File: src/rtl/sram_writer_pkg.sv
// Shared definitions for the SRAM score writer: score locations, bus timing
// defaults (common with the address listener) and the FSM state encodings.
package sram_writer_pkg;

    localparam int          NUM_DIGITS   = 6;
    localparam logic [12:0] BASE_ADDR    = 13'h1148;
    localparam logic [12:0] LAST_ADDR    = BASE_ADDR + 13'(NUM_DIGITS - 1);

    localparam int IDLE_CYCLES  = 8;
    localparam int SETUP_CYCLES = 2;
    localparam int PULSE_CYCLES = 4;
    localparam int HOLD_CYCLES  = 2;

    typedef enum logic [2:0] {
        ST_IDLE,
        ST_WAIT_BUS,
        ST_TURN_ON,
        ST_SETUP,
        ST_PULSE,
        ST_HOLD,
        ST_RELEASE,
        ST_DONE
    } state_t;

    typedef enum logic [1:0] {
        CYC_IDLE,
        CYC_SETUP,
        CYC_PULSE,
        CYC_HOLD
    } cyc_phase_t;

    function automatic logic is_bcd(input logic [23:0] s);
        logic ok;
        ok = 1'b1;
        for (int i = 0; i < NUM_DIGITS; i++) begin
            if (s[4*i +: 4] > 4'd9) ok = 1'b0;
        end
        return ok;
    endfunction

    // Digit 0 is the 100k digit (most significant nibble).
    function automatic logic [3:0] bcd_digit(input logic [23:0] s, input logic [2:0] idx);
        logic [3:0] d;
        case (idx)
            3'd0:    d = s[23:20];
            3'd1:    d = s[19:16];
            3'd2:    d = s[15:12];
            3'd3:    d = s[11:8];
            3'd4:    d = s[7:4];
            3'd5:    d = s[3:0];
            default: d = 4'h0;
        endcase
        return d;
    endfunction

endpackage

File: src/rtl/sram_write_cycle.sv
// One timed SRAM write: SETUP (CE low), PULSE (CE and write low), HOLD (both
// high, address/data kept). Chains straight into the next write when loaded.
module sram_write_cycle
    import sram_writer_pkg::*;
(
    input  logic        clk,
    input  logic        rstn,
    input  logic        latch,
    input  logic        load,
    input  logic [12:0] addr,
    input  logic [7:0]  data,
    output logic        phase_last,
    output logic        cycle_done,
    output logic [12:0] sram_address,
    output logic [7:0]  sram_data_out,
    output logic        n_ce,
    output logic        n_write
);

    cyc_phase_t phase, phase_nxt;
    logic [2:0] cnt;
    logic [2:0] phase_len;

    // NOTE: every signal written in always_comb gets a default first, so no
    // path through the case can leave it unassigned and infer a latch.
    always_comb begin
        phase_len = 3'd1;
        case (phase)
            CYC_SETUP: phase_len = 3'(SETUP_CYCLES);
            CYC_PULSE: phase_len = 3'(PULSE_CYCLES);
            CYC_HOLD:  phase_len = 3'(HOLD_CYCLES);
            default:   phase_len = 3'd1;
        endcase
    end

    assign phase_last = (cnt == phase_len - 3'd1);
    assign cycle_done = (phase == CYC_HOLD) && phase_last;

    always_comb begin
        phase_nxt = phase;
        case (phase)
            CYC_IDLE:  if (load) phase_nxt = CYC_SETUP;
            CYC_SETUP: if (phase_last) phase_nxt = CYC_PULSE;
            CYC_PULSE: if (phase_last) phase_nxt = CYC_HOLD;
            CYC_HOLD:  if (phase_last) phase_nxt = load ? CYC_SETUP : CYC_IDLE;
            default:   phase_nxt = CYC_IDLE;
        endcase
    end

    // NOTE: sequential state uses non-blocking assignments so every flop
    // samples pre-edge values regardless of statement order.
    always_ff @(posedge clk or negedge rstn) begin
        if (!rstn) begin
            phase         <= CYC_IDLE;
            cnt           <= 3'd0;
            sram_address  <= 13'd0;
            sram_data_out <= 8'd0;
            n_ce          <= 1'b1;
            n_write       <= 1'b1;
        end else begin
            phase <= phase_nxt;
            cnt   <= (phase_nxt != phase || phase == CYC_IDLE) ? 3'd0 : cnt + 3'd1;
            if (latch || load) begin
                sram_address  <= addr;
                sram_data_out <= data;
            end
            // Strobes follow the phase being entered, so they stay registered.
            n_ce    <= !(phase_nxt == CYC_SETUP || phase_nxt == CYC_PULSE);
            n_write <= !(phase_nxt == CYC_PULSE);
        end
    end

endmodule

File: src/rtl/sram_score_writer.sv
// Writes a 6-digit BCD score into SRAM 0x1148..0x114D: waits for an idle CPU
// bus, turns the transceivers to transmit, runs six write cycles, releases.
module sram_score_writer
    import sram_writer_pkg::*;
(
    input  logic        clk,
    input  logic        rstn,
    input  logic        start,
    input  logic [23:0] score,
    output logic        busy,
    output logic        done,
    output logic        err,
    input  logic        sram_n_ce1_in,
    output logic [12:0] sram_address,
    output logic [7:0]  sram_data_out,
    output logic        sram_n_ce1_out,
    output logic        sram_n_write_out,
    output logic        trans_tx_data,
    output logic        trans_tx_sram_address,
    output logic        trans_n_oe
);

    state_t      state, state_nxt;
    logic [3:0]  idle_cnt;
    logic [2:0]  digit_idx;
    logic [2:0]  sel_idx;
    logic [23:0] score_q;
    logic        trans_tx;
    logic        latch, load;
    logic        phase_last, cycle_done;
    logic        start_ok;
    logic        last_digit;
    logic [12:0] digit_addr;
    logic [7:0]  digit_data;

    assign start_ok   = start && is_bcd(score);
    assign last_digit = (digit_idx == 3'(NUM_DIGITS - 1));
    assign digit_addr = BASE_ADDR + {10'd0, sel_idx};
    assign digit_data = {4'h0, bcd_digit(score_q, sel_idx)};

    always_comb begin
        state_nxt = state;
        latch     = 1'b0;
        load      = 1'b0;
        sel_idx   = digit_idx;
        case (state)
            ST_IDLE:     if (start_ok) state_nxt = ST_WAIT_BUS;
            ST_WAIT_BUS: begin
                if (sram_n_ce1_in && idle_cnt == 4'(IDLE_CYCLES - 1)) begin
                    state_nxt = ST_TURN_ON;
                    latch     = 1'b1;
                end
            end
            ST_TURN_ON: begin
                state_nxt = ST_SETUP;
                load      = 1'b1;
            end
            ST_SETUP:    if (phase_last) state_nxt = ST_PULSE;
            ST_PULSE:    if (phase_last) state_nxt = ST_HOLD;
            ST_HOLD: begin
                if (cycle_done) begin
                    if (last_digit) begin
                        state_nxt = ST_RELEASE;
                    end else begin
                        // Next digit's address/data go out on the same edge CE drops.
                        state_nxt = ST_SETUP;
                        load      = 1'b1;
                        sel_idx   = digit_idx + 3'd1;
                    end
                end
            end
            ST_RELEASE:  state_nxt = ST_DONE;
            ST_DONE:     state_nxt = ST_IDLE;
            default:     state_nxt = ST_IDLE;
        endcase
    end

    always_ff @(posedge clk or negedge rstn) begin
        if (!rstn) begin
            state     <= ST_IDLE;
            idle_cnt  <= 4'd0;
            digit_idx <= 3'd0;
            score_q   <= 24'd0;
            busy      <= 1'b0;
            done      <= 1'b0;
            err       <= 1'b0;
            trans_tx  <= 1'b0;
        end else begin
            state    <= state_nxt;
            busy     <= (state_nxt != ST_IDLE);
            done     <= (state_nxt == ST_DONE);
            err      <= (state == ST_IDLE) && start && !is_bcd(score);
            trans_tx <= (state_nxt inside {ST_TURN_ON, ST_SETUP, ST_PULSE, ST_HOLD});
            idle_cnt <= (state == ST_WAIT_BUS && sram_n_ce1_in) ? idle_cnt + 4'd1 : 4'd0;
            if (state == ST_IDLE && start) score_q <= score;
            if (state == ST_IDLE)
                digit_idx <= 3'd0;
            else if (state == ST_HOLD && cycle_done && !last_digit)
                digit_idx <= digit_idx + 3'd1;
        end
    end

    assign trans_tx_data         = trans_tx;
    assign trans_tx_sram_address = trans_tx;
    assign trans_n_oe            = 1'b0;

    sram_write_cycle u_cycle (
        .clk          (clk),
        .rstn         (rstn),
        .latch        (latch),
        .load         (load),
        .addr         (digit_addr),
        .data         (digit_data),
        .phase_last   (phase_last),
        .cycle_done   (cycle_done),
        .sram_address (sram_address),
        .sram_data_out(sram_data_out),
        .n_ce         (sram_n_ce1_out),
        .n_write      (sram_n_write_out)
    );

endmodule

File: config.mk
export PLATFORM = sky130hd
export DESIGN_NAME = sram_score_writer
export DESIGN_NICKNAME = d
export VERILOG_FILES = /design/src/rtl/sram_writer_pkg.sv /design/src/rtl/sram_write_cycle.sv /design/src/rtl/sram_score_writer.sv
export SDC_FILE = /design/constraint.sdc
export NUM_CORES = 1
export LEC_CHECK = 0
export BUFFER_PORTS_ARGS = -buffer_cell sky130_fd_sc_hd__buf_2
export CORE_ASPECT_RATIO = 1.5
export CORE_MARGIN = 2
export CORE_UTILIZATION = 55
export DETAILED_ROUTE_END_ITERATION = 7
export PLACE_DENSITY = 0.78
export SLEW_MARGIN = 15
export SYNTH_ARGS = -nofsm -noshare
export SYNTH_HDL_FRONTEND = slang
export SYNTH_HIERARCHICAL = 1
export SYNTH_SLANG_ARGS = --single-unit
File: constraint.sdc
create_clock -name clk -period 4.45 [get_ports clk]
set_clock_uncertainty 0.05 [all_clocks]
set_input_delay 0.89 -clock clk [delete_from_list [all_inputs] [get_ports clk]]
set_output_delay 0.89 -clock clk [all_outputs]
set_load 0.01 [all_outputs]
# Word-level counts from Yosys, hierarchy flattened
# Cells that the tools add are included.
[classes] n_lt_le_gt_ge=6 eq_ne=26 muxes=33 reduce_logical=22 add_sub_neg=5
[op_table] op="3-bit two-way mux" count=12
[op_table] op="3-bit == test (second input constant)" count=10
[op_table] op="4-bit > comparator (second input constant)" count=6
[op_table] op="3-bit case mux with 8 select lines" count=1
[op_table] op="4-bit case mux with 6 select lines" count=1
[op_table] op="3-bit by 2-bit == test with 1-bit output (second input constant)" count=6
[op_table] op="13-bit by 3-bit adder with 13-bit output (first input constant)" count=1
[op_table] op="1-bit two-way mux" count=11
[op_table] op="1-bit logical AND" count=8
[op_table] op="2-bit two-way mux" count=4
[op_table] op="2-bit case mux with 4 select lines" count=1
[op_table] op="3-bit by 1-bit adder with 3-bit output (second input constant)" count=2
[op_table] op="2-bit == test (second input constant)" count=3
[op_table] op="3-bit by 1-bit == test with 1-bit output (second input constant)" count=2
[op_table] op="3-bit logical NOT" count=2
[op_table] op="3-bit case mux with 2 select lines" count=1
[op_table] op="4-bit by 1-bit adder with 4-bit output (second input constant)" count=1
[op_table] op="2-bit by 1-bit == test with 1-bit output (second input constant)" count=2
[op_table] op="4-bit by 3-bit == test with 1-bit output (second input constant)" count=1
[op_table] op="1-bit logical NOT" count=4
[op_table] op="4-bit two-way mux" count=1
[op_table] op="4-bit nonzero test" count=1
[op_table] op="3-bit == test" count=1
[op_table] op="1-bit logical OR" count=3
[op_table] op="other kinds (7)" count=7
[word_totals] wordCells=106 register_bits=62 output_inout_bits=29 inputBits=28

# Logic depth before layout (Yosys ltp)
# Gate-level depths: netlist of the first run.
[depth] ltp_word=14 depth_mapped=12 mapped_depth_nobuf=10

# Cells and area by module
# Netlist of the first run, hierarchy kept.
[by_module_without_submodules] module="sram_score_writer" cells_each=257 instances=1 area_per_inst_um2=2167.1 seq_area_each_um2=950.9
[by_module_without_submodules] module="sram_write_cycle" cells_each=83 instances=1 area_per_inst_um2=1172.4 seq_area_each_um2=703.2

# Worst setup path before layout of the first run
# No wires, ideal clock.
[synth_timing] path_type="reg-to-reg" startpoint="register u_cycle.cnt[1]" endpoint="register u_cycle.sram_data_out[1]" n_path_buf=2 required_ps=4275 setup_slack_ps=2063 synth_period_minus_slack_ps=2387 path_stages_with_launch=11 arrival_time_ps=2212 cell_sequence="dfrtp_1 -> buf_2 -> nor2_1 -> and4_2 -> and4b_1 -> buf_6 -> nand2_8 -> xor2_4 -> mux2_4 -> a32o_1 -> mux2_2"
[synth_between] elab_chain_cells=6 elab_cells_between_ends=14 cone_classes="eq/ne: 6; mux: 5; reduce/logical: 3"
[synth_rtl] element="from (decl)" line_no="sram_write_cycle.sv:21" source="logic [2:0] cnt;"
[synth_rtl] element="from (signal assigned)" line_no="sram_write_cycle.sv:62" source="cnt <= (phase_nxt != phase || phase == CYC_IDLE) ? 3'd0 : cnt + 3'd1;"
[synth_rtl] element="3-bit == test (*)" line_no="sram_write_cycle.sv:36" source="assign phase_last = (cnt == phase_len - 3'd1);"
[synth_rtl] element="1-bit logical AND (*)" line_no="sram_write_cycle.sv:37" source="assign cycle_done = (phase == CYC_HOLD) && phase_last;"
[synth_rtl] element="net cycle_done" line_no="sram_score_writer.sv:30" source="logic phase_last, cycle_done;"
[synth_rtl] element="3-bit two-way mux (*)" line_no="sram_score_writer.sv:61" source="if (cycle_done) begin"
[synth_rtl] element="3-bit two-way mux (*)" line_no="sram_score_writer.sv:46" source="case (state)"
[synth_rtl] element="3-bit == test (tied with other cells)" line_no="sram_writer_pkg.sv:44" source="case (idx)"
[synth_rtl] element="4-bit case mux with 6 select lines (*)" line_no="sram_writer_pkg.sv:44"
[synth_rtl] element="net digit_data[1]" line_no="sram_score_writer.sv:34" source="logic [7:0] digit_data;"
[synth_rtl] element="to (signal assigned)" line_no="sram_write_cycle.sv:65" source="sram_data_out <= data;"
[synth_rtl] element="to (decl)" line_no="sram_write_cycle.sv:15" source="output logic [7:0] sram_data_out,"
# Mark *: on every way through the listed nets, which the timed path passes. The rest lies on a longest branch.
# A chain may end at the register's enable or synchronous reset.

# Worst setup path in the final report of the first run
[layout_timing] startpoint="register digit_idx[0]" endpoint="register u_cycle.sram_address[0]"
[layout_between] elab_chain_cells=5 elab_cells_between_ends=10 cone_classes="add/sub: 2; eq/ne: 1; mux: 6; reduce/logical: 1"
[layout_rtl] element="from (decl)" line_no="sram_score_writer.sv:25" source="logic [2:0] digit_idx;"
[layout_rtl] element="from (signal assigned)" line_no="sram_score_writer.sv:99" source="digit_idx <= digit_idx + 3'd1;"
[layout_rtl] element="3-bit == test" line_no="sram_score_writer.sv:37" source="assign last_digit = (digit_idx == 3'(NUM_DIGITS - 1));"
[layout_rtl] element="1-bit two-way mux" line_no="sram_score_writer.sv:62" source="if (last_digit) begin"
[layout_rtl] element="1-bit two-way mux" line_no="sram_score_writer.sv:61"
[layout_rtl] element="1-bit case mux with 2 select lines" line_no="sram_score_writer.sv:46"
[layout_rtl] element="net load" line_no="sram_score_writer.sv:29" source="logic latch, load;"
[layout_rtl] element="1-bit logical OR" line_no="sram_write_cycle.sv:63" source="if (latch || load) begin"
[layout_rtl] element="to (signal assigned)" line_no="sram_write_cycle.sv:64" source="sram_address <= addr;"
[layout_rtl] element="to (decl)" line_no="sram_write_cycle.sv:14" source="output logic [12:0] sram_address,"
# The timed path passes the listed nets, and every way through them passes these cells.

==> results of run 1 <==
==> how the worst min path moves through the flow <==
stage                  end  slack, ns  cells after the start
4_1_cts        idle_cnt[0]       0.43                      1
5_1_grt        idle_cnt[0]       0.45                      1
3_3_place_gp   idle_cnt[0]       0.40                      1
3_5_place_dp   idle_cnt[0]       0.41                      1
2_1_floorplan  idle_cnt[0]       0.38                      1
6_report       idle_cnt[0]       0.43                      1
==> flip-flops by register name (all words and copies together), names as in the netlist, 2 cells and up <==
register / cells
u_cycle/sram_data_out: 8
u_cycle/cnt: 3
digit_idx: 3
idle_cnt: 4
state: 3
score_q: 24
u_cycle/sram_address: 13
u_cycle/phase: 2
==> layout make-up <==
class / count / area (um^2)
flip-flops and latches: 66 / 1650
well taps: 72 / 90.1
clock inverters: 5 / 85.1
clock buffers: 11 / 141
inverters: 12 / 45.0
multi-input cells: 253 / 1570
fillers: 462 / 1950
repair buffers: 57 / 290
==> cells in the final DEF (no fill, tap or decap), types with 2 or more instances in the layout <==
cell / count
a21boi_0: 4
a21o_1: 2
a21oi_1: 10
a311oi_1: 2
a31oi_1: 3
and2_1: 2
buf_2: 55
buf_4: 2
bufinv_16: 2
clkbuf_8: 10
conb_1: 15
dfrtp_1: 64
dfstp_2: 2
ha_1: 5
inv_1: 12
inv_6: 2
mux2_2: 22
mux2i_1: 3
nand2_1: 81
nand3_1: 3
nand3b_1: 7
nand4b_1: 3
nor2_1: 17
nor2b_1: 3
nor3_1: 5
nor3b_1: 4
nor4_1: 6
o211ai_1: 7
o21ai_0: 17
o31a_1: 3
xnor2_1: 2
xor2_1: 3
==> power by group through the flow <==
stage	clock network [mW]	registers [mW]	logic, mW
final	0.573	0.609	0.0483
after floorplan	0	0.624	0.0106
after global placement	0	0.620	0.0479
after CTS	0.582	0.609	0.0492
after detailed placement	0	0.621	0.0492
after global routing	0.608	0.610	0.0549
==> routing by layer <==
layer / GRT usage [%] / up-vias / wire length, um
li1: - / 1273 / -
met1: 27.4 / 1272 / 2710
met2: 41.9 / 73 / 4020
met3: 4.52 / 24 / 311
met4: 15.2 / 0 / 273
met5: 0 / - / 0
==> kinds of logic (layout without fill, tap and decap cells) <==
group / count (synthesis) / in the layout / synth area share, %
AND/OR/NAND/NOR: 141 / 141 / 20.3
multiplexers: 27 / 27 / 9.10
other: 2 / 15 / 0.225
flip-flops: 66 / 66 / 49.5
AO/OA/AOI/OAI: 59 / 59 / 11.8
adder cells (fa/ha/maj): 5 / 5 / 1.87
buffers and inverters: 34 / 85 / 4.98
XOR/XNOR: 6 / 6 / 2.14
==> key figures, run 1 <==
Pwr
  – Sw Pwr: 270 uW
  – Net switching share of the total power: 22.0%
  – Peak VDD IR: 0.000260 V
  – Clock power share: 46.6%
  – P_leak: 1.87 nW
  – Seq pwr share: 49.5%
  – Comb pwr share: 3.9%
  – Pwr Density: 317 nW/um^2
  – P_int: 960 uW
  – Final Total Pwr: 1.23 mW

Clock tree
  – TritonCTS buffer count: 9
  – Clock Tree Buf Depth: 2
  – Worst skew pair latency: 0.35 ns
  – Clock slew at the register clock pins of the worst setup and hold paths: 0.08 ns
  – Cts hold-fix bufs: 0
  – Clk sinks: 66
  – Post-CTS Repair Setup Buffers: 0
  – Root Driver: clkbuf_8
  – Clock H-tree levels: 3
  – CTS tree: yes
  – CTS resizes: 0

Logic synthesis
  – Dominant synthesized flop cell: dfrtp_1
  – Commonest cells in the netlist: nand2_1 (81), dfrtp_1 (64), mux2_2 (22)
  – Synth Warn #: 6
  – Asr flop ratio synth: 100%
  – Ranking of synthesized cells by area: dfrtp_1 (48%), nand2_1 (9.1%), mux2_2 (7.4%), o21ai_0 (2.5%), nor2_1 (2.0%)
  – Most common cell in the netlist: nand2_1
  – Number of synthesized flops with an enable pin: 0
  – Post-synthesis area per instance: 9.82 um^2
  – Synth Register Bits: 66
  – Netlist Area Pre-Place: 3340 um^2
  – Distinct cell type count after synthesis: 54
  – Area leader, netlist: dfrtp_1
  – Post-synth top area share: 48.0%
  – Cells after Synth: 340
  – Sequential fraction of the synthesis area: 49.5%

Global routing
  – Initial antenna violation count: 0
  – Largest net degree at the start of global routing: 37
  – Global-route wire length before repair: 12100 um
  – Global Route Usage Sum: 24.6%
  – GRT overflow: 0
  – Vias in the first global route: 2679

Critical path
  – CP startpoint kind: flop
  – Reg2reg path depth: 6
  – Reg-to-reg startpoint: digit_idx[0]
  – Delay-heaviest family, CP: simple AND/OR/NAND/NOR gates
  – CP arrival: 3.26 ns
  – Worst Path Required: 4.63 ns
  – Crit-path max FO: 19
  – Critical path class: reg -> reg
  – Worst setup endpoint: u_cycle/sram_address[0]
  – RR Endpoint: u_cycle/sram_address[0]
  – Reg2reg setup slack: 1.37 ns
  – Critical path, cell by cell: ha_1, nand2_1, nand2_8, o21ai_0, nor2_2, mux2_2
  – CP startpoint: digit_idx[0]
  – CP Depth: 6
  – CP Capture Type: flop
  – Slowest cell on the critical path: nor2_2
  – Buf+Inv Stages, Crit Path: 0
  – Slowest cell delay on critical path: 0.82 ns

Timing
  – RSZ-0062 raised after global routing: no
  – Worst slew pin tran: 0.984 ns
  – Final setup vio count: 0
  – Max Clk Rate: 0.324 GHz
  – Final worst path period need: 3.08 ns
  – Worst hold slack: 0.428 ns
  – Period Utilization, post-route: 69.3%
  – Slew Limit Fails: 0
  – Final hold vios: 0
  – Fin Setup TNS: 0 ns
  – Relative max-transition margin: 34.3%
  – Final worst setup slack: 1.37 ns

Floorplan
  – Initial Utilization: 57.3%
  – CORE AREA: 5830 um^2
  – Io pins: 57
  – Die area: 6720 um^2
  – # rows: 34
  – Die X-Extent: 67.6 um
  – Chip height: 99.4 um

Placement
  – Dpl ws: 1.39 ns
  – HPWL Detailed: 5340 um
  – Final RePlAce weighted congestion: 0.872
  – Cell Area, Placed: 3650 um^2
  – IO buf count: 55
  – Dpl cells: 460

Detailed routing
  – Post-route ant nets: 0
  – Via density per instance: 5.55
  – Initial DRT Pass Iterations: 4
  – Routed len/inst: 15.4 um
  – Vias: 2642
  – DR iter-0 viols: 167
  – Drt total wl: 7310 um
  – Drt drc: 0

Status
  – Outcome: complete, no violations

Hold path
  – Min-delay src: idle_cnt[0]
  – Worst min path class: reg -> reg

Finish
  – Post-Layout Cell Count: 476
  – Core Util, Final: 66.5%
  – Area Overhead vs Synth: 16.1%
  – Ant. Diodes: 0
  – Final instance area: 3880 um^2
  – Fraction of layout cells with a size suffix above 1: 25.7%
  – Final #Nets: 432

Job
  – Max Cap Viol: 0
(Power assumes the default switching activity.)
==> run 2: changes to the inputs <==
--- a/config.mk
+++ b/config.mk
@@ -5,12 +5,13 @@
 export SDC_FILE = /design/constraint.sdc
 export NUM_CORES = 1
 export LEC_CHECK = 0
+export ABC_AREA = 1
 export BUFFER_PORTS_ARGS = -buffer_cell sky130_fd_sc_hd__buf_2
 export CORE_ASPECT_RATIO = 1.5
 export CORE_MARGIN = 2
 export CORE_UTILIZATION = 55
 export DETAILED_ROUTE_END_ITERATION = 7
-export PLACE_DENSITY = 0.78
+export PLACE_DENSITY = 0.79
 export SLEW_MARGIN = 15
 export SYNTH_ARGS = -nofsm -noshare
 export SYNTH_HDL_FRONTEND = slang
==> constraint.sdc (replaced) <==
create_clock -name clk -period 2.97 [get_ports clk]
set_clock_uncertainty 0.05 [all_clocks]
set_input_delay 0.594 -clock clk [delete_from_list [all_inputs] [get_ports clk]]
set_output_delay 0.594 -clock clk [all_outputs]
set_load 0.01 [all_outputs]
==> run 2 against run 1 <==
- first-iteration DRC count shrank 40%
- non-clock buffer count grew 2
- cell area shrank 4.0%
- global-route usage shrank 3.8 points
- critical path depth grew 9
- worst setup slack lost 1.1 ns
- die area shrank 5.8%
- synthesized cell count shrank 9.4%
- final cell count shrank 4.0%
- sequential cell count is the same
- sequential power grew 48%
==> key figures, run 2 <==
Status
  – Outcome: complete, no violations

Floorplan
  – # rows: 33
  – Chip height: 96.5 um
  – Io pins: 57
  – Die area: 6330 um^2
  – Die X-Extent: 65.6 um
  – CORE AREA: 5490 um^2
  – Initial Utilization: 57.1%

Timing
  – Worst slew pin tran: 0.904 ns
  – Fin Setup TNS: 0 ns
  – Relative max-transition margin: 39.6%
  – Slew Limit Fails: 0
  – Final setup vio count: 0
  – Period Utilization, post-route: 90.0%
  – Final hold vios: 0
  – RSZ-0062 raised after global routing: no
  – Max Clk Rate: 0.374 GHz
  – Final worst setup slack: 0.297 ns
  – Final worst path period need: 2.67 ns

Pwr
  – Pwr Density: 451 nW/um^2
  – Sw Pwr: 377 uW
  – Clock power share: 43.6%
  – P_int: 1.30 mW
  – P_leak: 2.07 nW
  – Comb pwr share: 2.9%
  – Peak VDD IR: 0.000320 V
  – Net switching share of the total power: 22.4%
  – Seq pwr share: 53.5%

Logic synthesis
  – Sequential fraction of the synthesis area: 52.8%
  – Area leader, netlist: dfrtp_1
  – Number of synthesized flops with an enable pin: 0
  – Distinct cell type count after synthesis: 33
  – Post-synthesis area per instance: 10.2 um^2
  – Post-synth top area share: 51.1%
  – Dominant synthesized flop cell: dfrtp_1
  – Netlist Area Pre-Place: 3130 um^2
  – Synth Warn #: 6
  – Most common cell in the netlist: dfrtp_1
  – Commonest cells in the netlist: dfrtp_1 (64), nand2_1 (58), mux2_2 (38)
  – Ranking of synthesized cells by area: dfrtp_1 (51%), mux2_2 (14%), nand2_1 (6.9%), inv_1 (3.8%), nor2_1 (2.9%)
  – Synth Register Bits: 66
  – Asr flop ratio synth: 100%
  – Cells after Synth: 308

Clock tree
  – TritonCTS buffer count: 9
  – CTS tree: yes
  – Post-CTS Repair Setup Buffers: 0
  – Clock H-tree levels: 3
  – Clk sinks: 66
  – CTS resizes: 0
  – Clock slew at the register clock pins of the worst setup and hold paths: 0.07 ns
  – Worst skew pair latency: 0.35 ns
  – Cts hold-fix bufs: 0
  – Root Driver: clkbuf_8
  – Clock Tree Buf Depth: 2

Critical path
  – Delay-heaviest family, CP: simple AND/OR/NAND/NOR gates
  – CP startpoint kind: flop
  – CP Capture Type: flop
  – Buf+Inv Stages, Crit Path: 0
  – Slowest cell on the critical path: dfrtp_1
  – Crit-path max FO: 12
  – Critical path, cell by cell: nor2_2, nor2_2, nor2_2, nand3_4, nor2_1, nand2_1, nor2_4, nand2_1, nand2_2, nor2_4, nand3_1, nand2_1, nor2_1, nand2_1, mux2_2
  – CP arrival: 2.86 ns
  – Slowest cell delay on critical path: 0.44 ns
  – Critical path class: reg -> reg
  – Worst Path Required: 3.15 ns
  – Critical Path Most Common Cell: nand2_1

Finish
  – Fraction of layout cells with a size suffix above 1: 34.9%
  – Max FFs per register: 24
  – Commonest non-fill, non-tap cell in the layout: dfrtp_1
  – Top flop regs: score_q: 24 flops, u_cycle/sram_address: 13 flops, u_cycle/sram_data_out: 8 flops
  – Area Overhead vs Synth: 18.7%
  – Ant. Diodes: 0
  – Commonest cells after routing, fill and taps aside: dfrtp_1 (64), nand2_1 (58), buf_2 (55)
  – Fillers: 458
  – Multi-input combinational cell area: 1340 um^2
  – Reg with most FFs: score_q
  – Final instance area: 3720 um^2
  – Register area: 1650 um^2
  – Final #Nets: 415

Global routing
  – Vias in the first global route: 2195
  – Global Route Usage Sum: 20.7%
  – Global-route wire length before repair: 9580 um
  – Initial antenna violation count: 0
  – Largest net degree at the start of global routing: 38
  – GRT overflow: 0

Placement
  – HPWL Detailed: 4480 um
  – Dpl ws: 0.327 ns
  – Final RePlAce weighted congestion: 0.809
  – IO buf count: 55
  – Cell Area, Placed: 3530 um^2

Detailed routing
  – Post-route ant nets: 0
  – Drt total wl: 5850 um
  – Drt drc: 0
  – Vias: 2360
  – Via density per instance: 5.16
  – Initial DRT Pass Iterations: 4
  – Routed len/inst: 12.8 um
  – DR iter-0 viols: 101

Job
  – Max Cap Viol: 0

Hold path
  – Worst min path class: in -> async
==> run 2: cell count changes after synthesis, moves of 6 or more <==
cell and change:
inv_1 +20, nand2_1 -23, nor2_1 +6, o211ai_1 -6, buf_2 -9, nand3b_1 -7, nand4_1 +11, nand3_1 +11
mux2_2 +16
==> run 2: final timing paths <==
path / start / end / slack [ns] / cells past startpoint
max in group asynchronous: rstn / u_cycle/n_ce / 1.95 / 2
min in group clk: idle_cnt[0] / idle_cnt[0] / 0.42 / 1
hold / removal: rstn / score_q[19] / 0.22 / 1
setup / recovery: u_cycle/phase[0] / u_cycle/sram_data_out[0] / 0.30 / 15
setup reg to reg: u_cycle/phase[0] / u_cycle/sram_data_out[0] / 0.30 / 15
hold reg to reg: idle_cnt[0] / idle_cnt[0] / 0.42 / 1
==> run 2: cell type report <==
cell class | instances | share of cell area, %
Clock inverter | 7 | 1.88
Inverter | 33 | 3.33
Timing Repair Buffer | 59 | 8.54
Multi-Input combinational cell | 213 | 36.1
Sequential cell | 66 | 44.5
Tap cell | 70 | 2.35
Clock buffer | 9 | 3.33
==> run 2: kinds of logic (layout without fill, tap and decap cells) <==
kind of cell | Yosys count | after routing | share of synthesized area, %
buffers and inverters | 42 | 108 | 6.03
XOR/XNOR | 4 | 4 | 1.12
flip-flops | 66 | 66 | 52.8
multiplexers | 39 | 39 | 14.0
AND/OR/NAND/NOR | 129 | 129 | 20.2
AO/OA/AOI/OAI | 21 | 21 | 3.67
other | 2 | 15 | 0.240
adder cells (fa/ha/maj) | 5 | 5 | 2.00
==> run 2: metrics by stage <==
stage	power, mW	std cells	util (%)	hold slack [ns]
after detailed placement	0.965	441	64.2	0.408
after global routing	1.74	457	67.7	0.279
after floorplan	0.925	321	-	0.248
final	1.68	457	67.7	0.224
after global placement	0.964	441	64.2	0.406
after CTS	1.70	457	67.7	0.232
==> run 2: power groups by stage <==
| stage | clock network, mW | registers (mW) | logic [mW] |
|---|---|---|---|
| final | 0.731 | 0.899 | 0.0484 |
| after global routing | 0.786 | 0.898 | 0.0576 |
| after CTS | 0.753 | 0.898 | 0.0498 |
| after detailed placement | 0 | 0.916 | 0.0496 |
| after global placement | 0 | 0.916 | 0.0488 |
| after floorplan | 0 | 0.916 | 0.00898 |
==> run 2: routing by layer <==
metal | vias up | share of wire (%) | track usage, %
met5 | - | 0 | 0
met4 | 0 | 2.8 | 11.3
met3 | 15 | 4.2 | 6.26
met2 | 67 | 56 | 36.8
met1 | 1133 | 37 | 21.7
li1 | 1145 | - | -
